===== src/rtl/mux_nto1_rr_if.sv =====
// Handshake bundle for mux_nto1_rr: N producer channels in, one consumer channel out.
// The master modport is the environment side and the slave modport is the mux side.
interface mux_nto1_rr_if #(
   parameter int WIDTH = 8,
   parameter int N     = 4,
   parameter int SELW  = 2
);
   logic [N*WIDTH-1:0] in_data;
   logic [N-1:0]       in_valid;
   logic [N-1:0]       in_ready;
   logic               mode;
   logic [SELW-1:0]    sel;
   logic [WIDTH-1:0]   out_data;
   logic [SELW-1:0]    out_chan;
   logic               out_valid;
   logic               out_ready;

   modport master (
      output in_data, in_valid, mode, sel, out_ready,
      input  in_ready, out_data, out_chan, out_valid
   );

   modport slave (
      input  in_data, in_valid, mode, sel, out_ready,
      output in_ready, out_data, out_chan, out_valid
   );
endinterface


===== src/rtl/mux_nto1_rr.sv =====
// N-to-1 registered multiplexer with valid/ready on every channel.
// The source is chosen either by an explicit select or by round-robin arbitration.
module mux_nto1_rr #(
   parameter int WIDTH = 8,
   parameter int N     = 4,
   parameter int SELW  = 2
) (
   input  logic                clk,
   input  logic                rst_n,
   mux_nto1_rr_if.slave        if_mux
);

   logic [WIDTH-1:0] r_out_data;
   logic [SELW-1:0]  r_out_chan;
   logic             r_out_valid;
   logic [SELW-1:0]  r_ptr;

   logic             w_load_en;
   logic             w_grant_vld;
   logic [SELW-1:0]  w_grant_idx;
   logic [WIDTH-1:0] w_grant_data;
   logic [N-1:0]     w_in_ready;
   logic [SELW-1:0]  w_next_ptr;

   assign w_load_en = ~r_out_valid | if_mux.out_ready;

   // Grant selection: manual compare against sel, or round-robin starting at r_ptr
   always_comb begin
      w_grant_vld = 1'b0;
      w_grant_idx = {SELW{1'b0}};
      if (if_mux.mode) begin
         // Channels below r_ptr are the wrap-around fallback; channels at or above
         // r_ptr override them. Descending order leaves the lowest index in each group.
         for (int i = N - 1; i >= 0; i--) begin
            if (if_mux.in_valid[i] && (SELW'(i) < r_ptr)) begin
               w_grant_vld = 1'b1;
               w_grant_idx = SELW'(i);
            end else begin
               w_grant_vld = w_grant_vld;
            end
         end
         for (int i = N - 1; i >= 0; i--) begin
            if (if_mux.in_valid[i] && (SELW'(i) >= r_ptr)) begin
               w_grant_vld = 1'b1;
               w_grant_idx = SELW'(i);
            end else begin
               w_grant_vld = w_grant_vld;
            end
         end
      end else begin
         // sel values of N and above match no channel, so they give no grant
         for (int i = 0; i < N; i++) begin
            if (if_mux.in_valid[i] && (SELW'(i) == if_mux.sel)) begin
               w_grant_vld = 1'b1;
               w_grant_idx = SELW'(i);
            end else begin
               w_grant_vld = w_grant_vld;
            end
         end
      end
   end

   // Data steering and per-channel ready for the granted index
   always_comb begin
      w_grant_data = {WIDTH{1'b0}};
      w_in_ready   = {N{1'b0}};
      for (int i = 0; i < N; i++) begin
         if (w_grant_idx == SELW'(i)) begin
            w_grant_data  = if_mux.in_data[i*WIDTH +: WIDTH];
            w_in_ready[i] = rst_n & w_load_en & w_grant_vld;
         end else begin
            w_in_ready[i] = 1'b0;
         end
      end
   end

   // Pointer advance after a round-robin grant, wrapping past N-1
   always_comb begin
      if (w_grant_idx == SELW'(N - 1)) begin
         w_next_ptr = {SELW{1'b0}};
      end else begin
         w_next_ptr = w_grant_idx + SELW'(1);
      end
   end

   // Output register and round-robin pointer
   always_ff @(posedge clk or negedge rst_n) begin
      if (!rst_n) begin
         r_out_data  <= {WIDTH{1'b0}};
         r_out_chan  <= {SELW{1'b0}};
         r_out_valid <= 1'b0;
         r_ptr       <= {SELW{1'b0}};
      end else if (w_load_en) begin
         if (w_grant_vld) begin
            r_out_data  <= w_grant_data;
            r_out_chan  <= w_grant_idx;
            r_out_valid <= 1'b1;
            if (if_mux.mode) begin
               r_ptr <= w_next_ptr;
            end
         end else begin
            r_out_valid <= 1'b0;
         end
      end
   end

   assign if_mux.in_ready  = w_in_ready;
   assign if_mux.out_data  = r_out_data;
   assign if_mux.out_chan  = r_out_chan;
   assign if_mux.out_valid = r_out_valid;

endmodule


===== src/flat_wrapper.sv =====
// flat-port wrapper written by rule: the top's interface ports become plain ports
module mux_nto1_rr_flat 
#(
   parameter int WIDTH = 8,
   parameter int N     = 4,
   parameter int SELW  = 2
)
  (clk, rst_n, if_mux_in_data, if_mux_in_valid, if_mux_mode, if_mux_sel, if_mux_out_ready, if_mux_in_ready, if_mux_out_data, if_mux_out_chan, if_mux_out_valid);
  mux_nto1_rr_if #(.WIDTH(WIDTH), .N(N), .SELW(SELW)) if_mux_i ();
  input  logic clk;
  input  logic rst_n;
  input wire logic [$bits(if_mux_i.in_data)-1:0] if_mux_in_data;
  input wire logic [$bits(if_mux_i.in_valid)-1:0] if_mux_in_valid;
  input wire logic [$bits(if_mux_i.mode)-1:0] if_mux_mode;
  input wire logic [$bits(if_mux_i.sel)-1:0] if_mux_sel;
  input wire logic [$bits(if_mux_i.out_ready)-1:0] if_mux_out_ready;
  output wire logic [$bits(if_mux_i.in_ready)-1:0] if_mux_in_ready;
  output wire logic [$bits(if_mux_i.out_data)-1:0] if_mux_out_data;
  output wire logic [$bits(if_mux_i.out_chan)-1:0] if_mux_out_chan;
  output wire logic [$bits(if_mux_i.out_valid)-1:0] if_mux_out_valid;
  assign if_mux_i.in_data = if_mux_in_data;
  assign if_mux_i.in_valid = if_mux_in_valid;
  assign if_mux_i.mode = if_mux_mode;
  assign if_mux_i.sel = if_mux_sel;
  assign if_mux_i.out_ready = if_mux_out_ready;
  assign if_mux_in_ready = if_mux_i.in_ready;
  assign if_mux_out_data = if_mux_i.out_data;
  assign if_mux_out_chan = if_mux_i.out_chan;
  assign if_mux_out_valid = if_mux_i.out_valid;
  mux_nto1_rr #(.WIDTH(WIDTH), .N(N), .SELW(SELW)) u_core (.clk(clk), .rst_n(rst_n), .if_mux(if_mux_i));
endmodule

===== config.mk =====
export PLATFORM = sky130hd
export DESIGN_NAME = mux_nto1_rr_flat
export DESIGN_NICKNAME = d
export VERILOG_FILES = /design/src/rtl/mux_nto1_rr_if.sv /design/src/rtl/mux_nto1_rr.sv /design/src/flat_wrapper.sv
export SDC_FILE = /design/constraint.sdc
export NUM_CORES = 1
export LEC_CHECK = 0
export ABC_AREA = 0
export ABC_CLOCK_PERIOD_IN_PS = 4430
export BUFFER_PORTS_ARGS = -buffer_cell sky130_fd_sc_hd__buf_2
export CORE_MARGIN = 2
export CORE_UTILIZATION = 45
export CTS_CLUSTER_SIZE = 10
export DETAILED_ROUTE_END_ITERATION = 6
export GPL_ROUTABILITY_DRIVEN = 0
export GPL_TIMING_DRIVEN = 0
export MAX_ROUTING_LAYER = met4
export PLACE_DENSITY = 0.82
export SLEW_MARGIN = 30
export SYNTH_ARGS = -nofsm -noshare
export SYNTH_HDL_FRONTEND = slang
export SYNTH_SLANG_ARGS = --single-unit

===== constraint.sdc =====
create_clock -name clk -period 4.43 [get_ports clk]
set_input_delay 0.443 -clock clk [delete_from_list [all_inputs] [get_ports clk]]
set_output_delay 0.443 -clock clk [all_outputs]
set_load 0.01 [all_outputs]

==> impl_metrics.env, run 1 <==
export IMPL_outcome="finished, final reports clean"
export IMPL_synth_flop_cell="dfrtp_1"
export IMPL_fin_area_um2=1310
export IMPL_synthAdderAreaFrac=0.0519
export IMPL_p_per_area_nw_per_um2=390
export IMPL_antenna_cells=0
export IMPL_drt_wl_total_um=2790
export IMPL_post_dp_cell_area_um2=1280
export IMPL_grtUsageTotal=0.229
export IMPL_cp_cell_sequence="nand2b_1 > a21oi_1 > a21oi_1 > o22ai_1 > ha_1 > clkbuf_1 > clkbuf_1 > and3_1 > buf_2"
export IMPL_cts_tree="done"
export IMPL_crit_required_ps=3990
export IMPL_post_dp_hpwl_um=2250
export IMPL_period_minus_slack_ps=3090
export IMPL_synth_edf_count=0
export IMPL_drt_pass1_iterations=4
export IMPL_area_growth_pct=35.3
export IMPL_worstSetupPathType="reg2out"
export IMPL_synth_top_family_by_area="compound AO/OA/AOI/OAI gates"
export IMPL_synth_compound_area_frac=0.240
export IMPL_synth_largest_area_cell="dfrtp_1"
export IMPL_grt_max_degree=18
export IMPL_htree_levels=1
export IMPL_overflow=0
export IMPL_drt_iter0_markers=22
export IMPL_vdd_ir_drop_max_mv=0.276
export IMPL_fin_tns_setup_ps=0
export IMPL_yosysSeqAreaShare=0.337
export IMPL_synth_xor_area_frac=0
export IMPL_hold_buffers=0
export IMPL_numCtsBuffers=3
export IMPL_power_total_mw=0.510
export IMPL_ys_types=29
export IMPL_hold_path_class="in2async"
export IMPL_rsz0062_at_grt="no"
export IMPL_worst_r2r_setup_slack_ps=1800
export IMPL_tightestPinTransition_ps=479
export IMPL_critPathMaxStageDelay_ps=450
export IMPL_synth_simple_area_share=0.233
export IMPL_fin_nets=218
export IMPL_fp_row_count=16
export IMPL_netlist_top_cells_area="dfrtp_1, a21oi_1, a221oi_1, ha_1, nor2b_1"
export IMPL_post_cts_buffers=0
export IMPL_synth_nets=157
export IMPL_nFillCells=161
export IMPL_start_util=0.482
export IMPL_clockBufferDepth=2
export IMPL_ios=57
export IMPL_synth_area_um2=965
export IMPL_drv_cap=0
export IMPL_via_count=1061
export IMPL_synth_top_area_share=0.337
export IMPL_avgViaCountPerCell=5.36
export IMPL_cts_resized=0
export IMPL_finalNonFillerCells=198
export IMPL_end_kind="primary output"
export IMPL_wire_per_inst_um=14.1
export IMPL_yosysMostFrequentCell="a21oi_1"
export IMPL_timing_hold_ws_ps=53.7
export IMPL_max_slew_margin=0.679
export IMPL_synth_common_cells="a21oi_1, dfrtp_1, nor2_1"
export IMPL_dieArea_um2=2530
export IMPL_cts_sinks=13
export IMPL_critPathTopFamily="buffers and inverters"
export IMPL_critPathBufInv=3
export IMPL_arrival_ps=2650
export IMPL_place_inst=194
export IMPL_drc=0
export IMPL_port_buffers=56
export IMPL_fmax_mhz=324
export IMPL_leakage_nw=0.644
export IMPL_startpoint_type="flip-flop"
export IMPL_coreArea_um2=2000
export IMPL_synth_seq_cells=13
export IMPL_final_antenna_net_count=0
export IMPL_clock_skew_ps=1.73
export IMPL_yosys_warnings=0
export IMPL_hold_violations=0
export IMPL_die_y_um=50.3
export IMPL_cp_max_fo=10
export IMPL_maxSlewViolCount=0
export IMPL_cts_reportedPaths_clkPinSlew_ps=70
export IMPL_drive_gt1_frac=0.409
export IMPL_grt_pass1_vias=945
export IMPL_finalCritPeriodShare=0.697
export IMPL_async_flop_share=1.00
export IMPL_syn_avg_cell_area_um2=8.69
export IMPL_crit_slowest_cell="dfrtp_1"
export IMPL_antenna_found_initial=0
export IMPL_grt_pass1_wl_um=4260
export IMPL_syn_inst=111
export IMPL_synth_area_mux_share=0.0791
export IMPL_die_x_um=50.3
export IMPL_clk_insertion_delay_late_ps=280
export IMPL_setup_viol=0
export IMPL_cts_root_buf="clkbuf_4"
worst register-to-register path: cells and delay by family, from the launching register on:
family / cells / cell delay [ps]
buffers and inverters: 1 / 130
adder cells (fa/ha/maj): 1 / 220
AND/OR/NAND/NOR: 3 / 770
AO/OA/AOI/OAI: 6 / 970
flip-flops: 1 / 450
state kept, by name (all words and copies together), names as in the netlist:
signal and cells:
u_core.if_mux.out_data 8, u_core.if_mux.out_chan 2, u_core.r_ptr 2, u_core.if_mux.out_valid 1
report_power, final:
| group | switching [mW] | leakage [nW] | internal, mW | total (mW) |
|---|---|---|---|---|
| Combinational | 0.138 | 0.481 | 0.117 | 0.255 |
| Sequential | 0.0263 | 0.148 | 0.156 | 0.182 |
| Clock | 0.0378 | 0.0150 | 0.0350 | 0.0728 |
| Total | 0.202 | 0.644 | 0.308 | 0.510 |
logic make-up (layout without fill, tap and decap cells):
logic type	count (synthesis)	after routing
buffers and inverters	11	71
muxes	6	6
AOI/OAI and AO/OA	36	36
DFF	13	13
adders and majority gates	4	4
and+or+nand+nor	41	41
per-stage QoR:
| stage | util | setup WS, ps |
|---|---|---|
| after floorplan | - | 2060 |
| after CTS | 0.652 | 1370 |
| after global placement | 0.639 | 1740 |
| final | 0.652 | 1340 |
| after global routing | 0.652 | 1120 |
| after detailed placement | 0.639 | 1630 |
metal layers:
metal | part of all wire | vias up | track usage
met1 | 0.43 | 475 | 0.279
met2 | 0.47 | 53 | 0.382
li1 | - | 528 | -
met3 | 0.081 | 5 | 0.0417
met4 | 0.013 | 0 | 0.0811
met5 | 0 | - | -
worst paths after layout:
kind                                      startpoint                   endpoint  cells past startpoint
min                                            rst_n  u_core.if_mux.out_chan[0]                      1
max                                  u_core.r_ptr[1]         if_mux_in_ready[3]                      9
max in group asynchronous                      rst_n  u_core.if_mux.out_data[4]                      1
min in group clk                  if_mux_in_data[26]  u_core.if_mux.out_data[2]                      3
min reg2reg                u_core.if_mux.out_chan[1]  u_core.if_mux.out_chan[1]                      1
max reg2reg                          u_core.r_ptr[1]  u_core.if_mux.out_data[7]                     11
cell type report:
class / instances / area [um^2] / area share
repair buffers: 56 / 280 / 0.215
plain buffers: 6 / 37.5 / 0.0288
flip-flops and latches: 13 / 325 / 0.249
clock buffers: 4 / 26.3 / 0.0201
inverters: 5 / 18.8 / 0.0144
multi-input cells: 87 / 583 / 0.447
well taps: 27 / 33.8 / 0.0259
cells in the final DEF, fill, tap and decap left out, types with 2 or more instances in the layout:
master    instances
buf_2            56
a21oi_1          19
dfrtp_1          13
nor2_1           10
nor2b_1           8
a221oi_1          7
nor3_1            7
inv_1             5
clkbuf_1          5
nand2_1           4
and3_1            4
ha_1              4
nand2b_1          3
mux2_2            3
clkbuf_4          3
mux2i_1           2
o21ai_0           2
buf_6             2
a21oi_2           2
Note: power is estimated with default switching activity, not from simulation.
==> run 2: changes to the inputs <==
ABC_CLOCK_PERIOD_IN_PS = 2700   (was 4430)
CORE_UTILIZATION = 39   (was 45)
PLACE_DENSITY = 0.76   (was 0.82)
clock period = 2.7 ns   (was 4.43 ns; I/O delays follow)
==> impl_metrics.env, run 2 (synthesis gave the netlist of run 1 again) <==
export IMPL_period_minus_slack_ps=2520
export IMPL_die_y_um=53.7
export IMPL_grt_pass1_vias=965
export IMPL_combPwrFrac=0.505
export IMPL_drt_wl_total_um=2720
export IMPL_antenna_found_initial=0
export IMPL_htree_levels=1
export IMPL_rr_startpoint="u_core.r_ptr[1]"
export IMPL_overflow=0
export IMPL_max_slew_margin=0.781
export IMPL_min_path_cells=3
export IMPL_p_switching_mw=0.334
export IMPL_clk_insertion_delay_late_ps=270
export IMPL_start_util=0.400
export IMPL_sequentialPowerShare=0.353
export IMPL_place_inst=197
export IMPL_cts_sinks=13
export IMPL_fin_tns_setup_ps=0
export IMPL_antenna_cells=0
export IMPL_startpoint_type="flip-flop"
export IMPL_r2r_end="u_core.if_mux.out_data[1]"
export IMPL_arrival_ps=2250
export IMPL_power_total_mw=0.848
export IMPL_cpMostUsedCell="a21oi_1"
export IMPL_tightestPinTransition_ps=328
export IMPL_outcome="finished, final reports clean"
export IMPL_end_kind="primary output"
export IMPL_min_to="u_core.if_mux.out_data[2]"
export IMPL_area_growth_pct=38.9
export IMPL_final_antenna_net_count=0
export IMPL_fin_nets=218
export IMPL_cts_root_buf="clkbuf_4"
export IMPL_post_dp_hpwl_um=2130
export IMPL_clockBufferDepth=2
export IMPL_cts_tree="done"
export IMPL_avgViaCountPerCell=5.19
export IMPL_die_x_um=53.7
export IMPL_cp_max_fo=10
export IMPL_rsz0062_at_grt="no"
export IMPL_via_count=1044
export IMPL_fp_row_count=18
export IMPL_dieArea_um2=2890
export IMPL_drv_cap=0
export IMPL_nFillCells=230
export IMPL_finalCritPeriodShare=0.934
export IMPL_clock_skew_ps=6.71
export IMPL_drive_gt1_frac=0.456
export IMPL_coreArea_um2=2410
export IMPL_switching_share=0.394
export IMPL_critPathTopFamily="compound AO/OA/AOI/OAI gates"
export IMPL_rr_worst_depth=10
export IMPL_p_int_mw=0.514
export IMPL_crit_required_ps=2430
export IMPL_clock_power_share=0.142
export IMPL_grtUsageTotal=0.201
export IMPL_ios=57
export IMPL_vdd_ir_drop_max_mv=0.540
export IMPL_grt_pass1_wl_um=4110
export IMPL_maxSlewViolCount=0
export IMPL_hp_start="if_mux_in_data[26]"
export IMPL_leakage_nw=0.658
export IMPL_critPathMaxStageDelay_ps=450
export IMPL_drc=0
export IMPL_fmax_mhz=397
export IMPL_finalNonFillerCells=201
export IMPL_wire_per_inst_um=13.5
export IMPL_port_buffers=56
export IMPL_hold_violations=0
export IMPL_hold_path_class="in2reg"
export IMPL_setup_ws_ps=179
export IMPL_cts_reportedPaths_clkPinSlew_ps=80
export IMPL_p_per_area_nw_per_um2=633
export IMPL_grt_max_degree=18
export IMPL_critPathBufInv=2
export IMPL_crit_slowest_cell="dfrtp_1"
export IMPL_drt_iter0_markers=18
export IMPL_numCtsBuffers=3
export IMPL_setup_viol=0
export IMPL_largest_reg_flops=8
export IMPL_preCtsSetupSlack_ps=71.3
export IMPL_final_cell_mix="buf_2, a21oi_1, dfrtp_1, nor2_1"
export IMPL_cp_cell_sequence="nand2b_1 > a21oi_1 > a21oi_1 > o22ai_2 > ha_2 > clkbuf_2 > and3_1 > buf_2"
export IMPL_mostFrequentLayoutCell="buf_2"
export IMPL_worst_r2r_setup_slack_ps=280
export IMPL_drt_pass1_iterations=4
export IMPL_worstSetupPathType="reg2out"
-- run 2: layout make-up --
type | count | area [um^2] | share of cell area
Inverter | 5 | 18.8 | 0.0140
Multi-Input combinational cell | 87 | 604 | 0.451
Tap cell | 30 | 37.5 | 0.0280
Buffer | 5 | 37.5 | 0.0280
Sequential cell | 13 | 325 | 0.243
Clock buffer | 4 | 26.3 | 0.0196
Timing Repair Buffer | 57 | 290 | 0.217
-- run 2: power groups by stage --
| stage | logic (mW) | clock network, mW | registers (mW) |
|---|---|---|---|
| after floorplan | 0.241 | 0 | 0.321 |
| after global placement | 0.402 | 0 | 0.297 |
| after detailed placement | 0.415 | 0 | 0.301 |
| after CTS | 0.421 | 0.123 | 0.298 |
| after global routing | 0.485 | 0.133 | 0.304 |
| final | 0.428 | 0.120 | 0.300 |
-- run 2: worst max path at each step --
stage,startpoint,endpoint,cells after the start
2_1_floorplan,u_core.r_ptr[1],if_mux_in_ready[3],8
3_3_place_gp,u_core.r_ptr[1],if_mux_in_ready[3],9
3_5_place_dp,u_core.r_ptr[1],u_core.if_mux.out_data[4],11
4_1_cts,u_core.r_ptr[1],if_mux_in_ready[3],9
5_1_grt,u_core.r_ptr[1],if_mux_in_ready[3],8
6_report,u_core.r_ptr[1],if_mux_in_ready[3],8
-- run 2: worst register-to-register path, cell delays in order, from the launching register on --
cell      delay [ps]
dfrtp_1          440
mux2i_1          240
o221ai_1         160
o32ai_2          180
inv_1            170
ha_1             260
nor2b_2          210
a221oi_1         270
nor3_1            90
a21oi_1          190
a21oi_1          100
-- run 2: what timing repair did --
| action | in CTS | in global routing |
|---|---|---|
| endpoints found under the hold margin | 13 | 0 |
| pin swaps | 0 | 0 |
| resized for setup | 2 | 8 |
| buffers inserted | 0 | 0 |
| hold buffers | 1 | 0 |
| setup endpoints to repair | 2 | 11 |
-- run 2: layer usage --
| metal | up-vias | global-route usage | part of all wire |
|---|---|---|---|
| met3 | 0 | 0.0444 | 0.089 |
| li1 | 524 | - | - |
| met4 | 0 | 0.0128 | 0 |
| met2 | 48 | 0.366 | 0.49 |
| met1 | 472 | 0.233 | 0.42 |
| met5 | - | - | 0 |
-- run 2: stage by stage --
step	util	hold slack [ps]	instance area (um^2)
2_1_floorplan	-	-25.6	965
3_3_place_gp	0.532	179	1280
3_5_place_dp	0.532	186	1280
4_1_cts	0.550	304	1330
5_1_grt	0.556	323	1340
6_report	0.556	311	1340
